[src/rtl/mem_port_arbiter.sv]
// Purpose : two-port (CPU / IO) round-robin arbiter in front of a single-port synchronous memory.
// Latency : 3 cycles per transaction (IDLE decision -> ACCESS -> DONE); read data valid the cycle after DONE.
// Backpr. : no queueing; a request waits in its source until the FSM is back in IDLE, then is arbitrated.
//
// Ports:
//   clk, reset          - single clock, asynchronous active-low reset
//   cpu_req/we/addr/wdata, io_req/we/addr/wdata - requester command inputs
//   cpu_gnt, io_gnt     - winner indication during ACCESS and DONE
//   cpu_ack, io_ack     - one-cycle completion strobe in DONE
//   rdata               - last completed read data (held across writes)
//   mem_read, mem_write, adress, indata - memory command (strobes only in ACCESS)
//   outdata             - memory read data, valid the cycle after mem_read is sampled
//   busy                - high whenever the FSM is not in IDLE
module mem_port_arbiter #(
  parameter int ADDR_W = 12,
  parameter int DATA_W = 16
) (
  input  logic              clk,
  input  logic              reset,
  input  logic              cpu_req,
  input  logic              cpu_we,
  input  logic [ADDR_W-1:0] cpu_addr,
  input  logic [DATA_W-1:0] cpu_wdata,
  input  logic              io_req,
  input  logic              io_we,
  input  logic [ADDR_W-1:0] io_addr,
  input  logic [DATA_W-1:0] io_wdata,
  output logic              cpu_gnt,
  output logic              io_gnt,
  output logic              cpu_ack,
  output logic              io_ack,
  output logic [DATA_W-1:0] rdata,
  output logic              mem_read,
  output logic              mem_write,
  output logic [ADDR_W-1:0] adress,
  output logic [DATA_W-1:0] indata,
  input  logic [DATA_W-1:0] outdata,
  output logic              busy
);

  typedef enum logic [1:0] {
    IDLE   = 2'd0,
    ACCESS = 2'd1,
    DONE   = 2'd2
  } state_t;

  state_t r_state;

  // Round-robin pointer: 1 means IO won the most recent grant. Resets to IO
  // so that the CPU wins the first contention.
  logic r_last_gnt_io;

  // Captured command of the current winner; held until the next grant.
  logic              r_we;
  logic [ADDR_W-1:0] r_addr;
  logic [DATA_W-1:0] r_wdata;

  // Registered outputs.
  logic              r_cpu_gnt;
  logic              r_io_gnt;
  logic              r_cpu_ack;
  logic              r_io_ack;
  logic              r_mem_read;
  logic              r_mem_write;
  logic              r_busy;
  logic [DATA_W-1:0] r_rdata;

  // Arbitration decision, only consumed in IDLE.
  logic              w_any_req;
  logic              w_pick_io;
  logic              w_we;
  logic [ADDR_W-1:0] w_addr;
  logic [DATA_W-1:0] w_wdata;

  always_comb begin
    w_any_req = cpu_req | io_req;
    // IO wins when it is the only requester, or when both request and the
    // CPU was granted last.
    w_pick_io = io_req & (~cpu_req | ~r_last_gnt_io);
    w_we      = w_pick_io ? io_we    : cpu_we;
    w_addr    = w_pick_io ? io_addr  : cpu_addr;
    w_wdata   = w_pick_io ? io_wdata : cpu_wdata;
  end

  // Single FSM block; every output is a register computed one edge ahead so
  // that it is glitch-free and cleared asynchronously by reset (an in-flight
  // mem_read/mem_write drops the instant reset asserts).
  always_ff @(posedge clk or negedge reset) begin
    if (!reset) begin
      r_state       <= IDLE;
      r_last_gnt_io <= 1'b1;
      r_we          <= 1'b0;
      r_addr        <= '0;
      r_wdata       <= '0;
      r_cpu_gnt     <= 1'b0;
      r_io_gnt      <= 1'b0;
      r_cpu_ack     <= 1'b0;
      r_io_ack      <= 1'b0;
      r_mem_read    <= 1'b0;
      r_mem_write   <= 1'b0;
      r_busy        <= 1'b0;
      r_rdata       <= '0;
    end else begin
      case (r_state)
        IDLE: begin
          if (w_any_req) begin
            r_state       <= ACCESS;
            r_last_gnt_io <= w_pick_io;
            r_we          <= w_we;
            r_addr        <= w_addr;
            r_wdata       <= w_wdata;
            r_cpu_gnt     <= ~w_pick_io;
            r_io_gnt      <= w_pick_io;
            r_mem_read    <= ~w_we;
            r_mem_write   <= w_we;
            r_busy        <= 1'b1;
          end
        end

        ACCESS: begin
          r_state     <= DONE;
          r_mem_read  <= 1'b0;
          r_mem_write <= 1'b0;
          // Grant flags still identify the winner here.
          r_cpu_ack   <= r_cpu_gnt;
          r_io_ack    <= r_io_gnt;
        end

        DONE: begin
          r_state   <= IDLE;
          r_cpu_gnt <= 1'b0;
          r_io_gnt  <= 1'b0;
          r_cpu_ack <= 1'b0;
          r_io_ack  <= 1'b0;
          r_busy    <= 1'b0;
          // Memory returns data the cycle after the read strobe was sampled,
          // which is this DONE cycle.
          if (!r_we) begin
            r_rdata <= outdata;
          end
        end

        default: begin
          r_state     <= IDLE;
          r_cpu_gnt   <= 1'b0;
          r_io_gnt    <= 1'b0;
          r_cpu_ack   <= 1'b0;
          r_io_ack    <= 1'b0;
          r_mem_read  <= 1'b0;
          r_mem_write <= 1'b0;
          r_busy      <= 1'b0;
        end
      endcase
    end
  end

  assign cpu_gnt   = r_cpu_gnt;
  assign io_gnt    = r_io_gnt;
  assign cpu_ack   = r_cpu_ack;
  assign io_ack    = r_io_ack;
  assign mem_read  = r_mem_read;
  assign mem_write = r_mem_write;
  assign adress    = r_addr;
  assign indata    = r_wdata;
  assign rdata     = r_rdata;
  assign busy      = r_busy;

endmodule

[config.mk]
export PLATFORM = sky130hd
export DESIGN_NAME = mem_port_arbiter
export DESIGN_NICKNAME = d
export VERILOG_FILES = /design/src/rtl/mem_port_arbiter.sv
export SDC_FILE = /design/constraint.sdc
export NUM_CORES = 1
export LEC_CHECK = 0
export CAP_MARGIN = 40
export CORE_MARGIN = 2
export CORE_UTILIZATION = 42
export CTS_CLUSTER_SIZE = 30
export DETAILED_ROUTE_END_ITERATION = 6
export GPL_ROUTABILITY_DRIVEN = 1
export PLACE_DENSITY = 0.87
export SETUP_SLACK_MARGIN = 0.5
export SLEW_MARGIN = 25
export SYNTH_ARGS = -nofsm -noshare
export SYNTH_HDL_FRONTEND = slang
export SYNTH_SLANG_ARGS = --single-unit
[constraint.sdc]
create_clock -name clk -period 2.71 [get_ports clk]
set_input_delay 0.542 -clock clk [delete_from_list [all_inputs] [get_ports clk]]
set_output_delay 0.542 -clock clk [all_outputs]
set_load 0.1 [all_outputs]
==> results.py <==
metrics = {
    "sta": {
        "whs_ns": 0.342,
        "fin_skew_ns": 0.00550,
        "worst_pin_slew_ns": 0.756,
        "fmax_mhz": 509,
        "slew-limit-headroom_pct": 49.6,
        "finalHoldViolations": 0,
        "setup_tns_ns": 0,
        "setup_viol": 0,
        "slew_violations": 0,
        "finalCritPeriodShare_pct": 72.5,
        "post-route-min-period_ns": 1.96,
        "rsz0062_at_grt": "no",
    },
    "run": {
        "max_cap_viol_count": 0,
    },
    "worst_setup_path": {
        "slowest_stage": "clkdlybuf4s50_1",
        "worst_setup_path_end_kind": "flop",
        "path_delay_family": "buffers and inverters",
        "slowest_delay_ns": 0.54,
        "crit_fanout": 18,
        "r2r_cells": 2,
        "critPathArrivalTime_ns": 2.21,
        "cp-start-kind": "input port",
        "critPathKind": "in2reg",
        "path_cells": "clkdlybuf4s50_1 > a21bo_4 > nor3_4 > buf_8 > a221o_1",
        "crit_buf_inv": 2,
        "cp.depth": 5,
        "worstPathRequired_ns": 2.95,
    },
    "cells_and_area": {
        "final_util_pct": 66.5,
        "area_delta_synth_final_pct": 53.8,
        "drive_above_1_share_pct": 25.7,
        "n_antenna_cell": 0,
        "fin_area_sq_mm": 0.00366,
        "fin_nets": 377,
    },
    "clock_network": {
        "cts_setup_buffers": 0,
        "cts_tree": "done",
        "path_clk_slew_ns": 0.09,
        "cts_hold_buf": 0,
        "cts-root-buf": "clkbuf_8",
        "htreeDepth": 2,
        "cts_num_sinks": 55,
        "cts_buffer_depth": 2,
        "cts_buffers": 5,
        "cts_resized": 0,
        "clock_latency_ns": 0.30,
    },
    "routing": {
        "drt-total-wl_mm": 6.16,
        "vias": 1980,
        "vias_per_cell": 5.32,
        "drt_iter0_drc": 112,
        "antenna_left": 0,
        "wire_per_inst_um": 16.5,
        "drc": 0,
        "drt_first_pass_iters": 4,
    },
    "placement": {
        "post_dp_cell_area_sq_mm": 0.00356,
        "io_buffers": 128,
        "hpwl_mm": 4.62,
        "place.gp.congestion": 0.757,
    },
    "logic_synthesis": {
        "synth_cells": 174,
        "post-synth-top-area-fraction_pct": 56.7,
        "synth_seq_cells": 55,
        "synth_nets": 252,
        "yosysWarnings": 0,
        "synth.distinct_cells": 27,
        "avgSynthCellArea_sq_um": 13.7,
        "yosysTopAreaCell": "dfrtp_1",
        "synth_area_sq_mm": 0.00238,
        "synth_seq_area_share_pct": 57.8,
        "synth_area_leaders": "dfrtp_1 (57%), a221o_1 (12%), a21boi_0 (8.8%), mux2_1 (4.7%), buf_6 (2.8%)",
    },
    "floorplanning": {
        "die_h_um": 79.3,
        "dieArea_sq_mm": 0.00629,
        "coreArea_sq_mm": 0.00551,
        "ios": 129,
        "start_util_pct": 43.3,
        "rows": 27,
        "die_w_um": 79.3,
    },
    "global_routing": {
        "grt_antenna_before_repair": 0,
        "grt_first_pass_wirelength_mm": 9.54,
        "grt_pass1_vias": 1982,
        "grt_use_met3_pct": 4.20,
        "busiest_layer": "met2",
        "grt_use_met2_pct": 35.2,
        "grt_max_degree": 56,
        "gr-usage-met1_pct": 24.4,
        "gr-total-overflow": 0,
        "grt_usage_pct": 19.7,
    },
    "status": {
        "status": "finished, final reports clean",
    },
    "hold_path": {
        "min_path_type": "in2async",
    },
}
[final timing paths]
check,startpoint,end,slack [ns]
min in group clk,rdata[13],rdata[13],0.50
max reg2reg,r_state[1],rdata[1],0.86
min reg2reg,rdata[13],rdata[13],0.50
max,io_req,indata[8],0.75
max in group asynchronous,reset,indata[6],1.93
min,reset,rdata[14],0.34
[worst register-to-register path, cell delays in order, from the launching register on]
cell	delay [ns]
dfrtp_1	0.61
nor3b_4	0.73
mux2_2	0.41
[through the flow]
stage / cells / setup slack [ns]
after floorplan: 174 / 1.26
after global placement: 362 / 0.238
after detailed placement: 364 / 0.433
after CTS: 372 / 0.755
after global routing: 372 / 0.678
final: 372 / 0.745
[sequential cells by signal, summed over array words and instances (netlist names), 2 cells and up]
name and cells:
indata 16, rdata 16, adress 12, r_state 2
[routing by layer]
| layer | part of all wire [%] | vias to the layer above |
|---|---|---|
| li1 | - | 913 |
| met1 | 42 | 954 |
| met2 | 50 | 107 |
| met3 | 6.8 | 6 |
| met4 | 0.86 | 0 |
| met5 | 0 | - |
[layout by cell type (no fill, tap or decap), types with 2 or more instances in the layout]
master	n
a21boi_0	28
a21oi_1	6
a221o_1	28
buf_4	53
buf_8	2
clkbuf_8	6
clkdlybuf4s50_1	76
dfrtp_1	54
inv_1	2
mux2_1	10
mux2_2	6
mux2i_1	3
nand2b_1	2
nor2_1	6
o21ai_0	2
[Yosys cell counts]
master	instances
buf_4	1
mux2i_1	3
a21bo_4	1
nor3b_1	1
a21o_1	1
buf_6	6
dfstp_2	1
dfrtp_1	54
and3_1	1
nor2_1	6
o21ba_2	1
or2_2	1
and2_1	1
clkbuf_1	7
nor3_4	1
nand2b_1	2
nor3b_4	1
a2bb2oi_1	1
a21oi_1	6
inv_1	2
a221o_1	28
mux2_2	6
nor2_4	1
a21boi_0	28
mux2_1	10
o21ai_0	2
nand3_1	1
[layout make-up]
class	instances	area, sq um
fillers	402	1840
flip-flops and latches	55	1380
repair buffers	132	1190
multi-input cells	103	896
well taps	72	90.1
clock buffers	6	82.6
clock inverters	2	16.3
inverters	2	7.51
[cell families after synthesis]
logic type | share of synthesized area [%]
buf+inv | 4.57
mux | 8.82
flops | 57.8
compound gates | 24.1
simple gates | 4.73
Power is left out: the tool's default activity adds up to more than one toggle a clock period on the data nets, which glitch-free logic cannot reach.
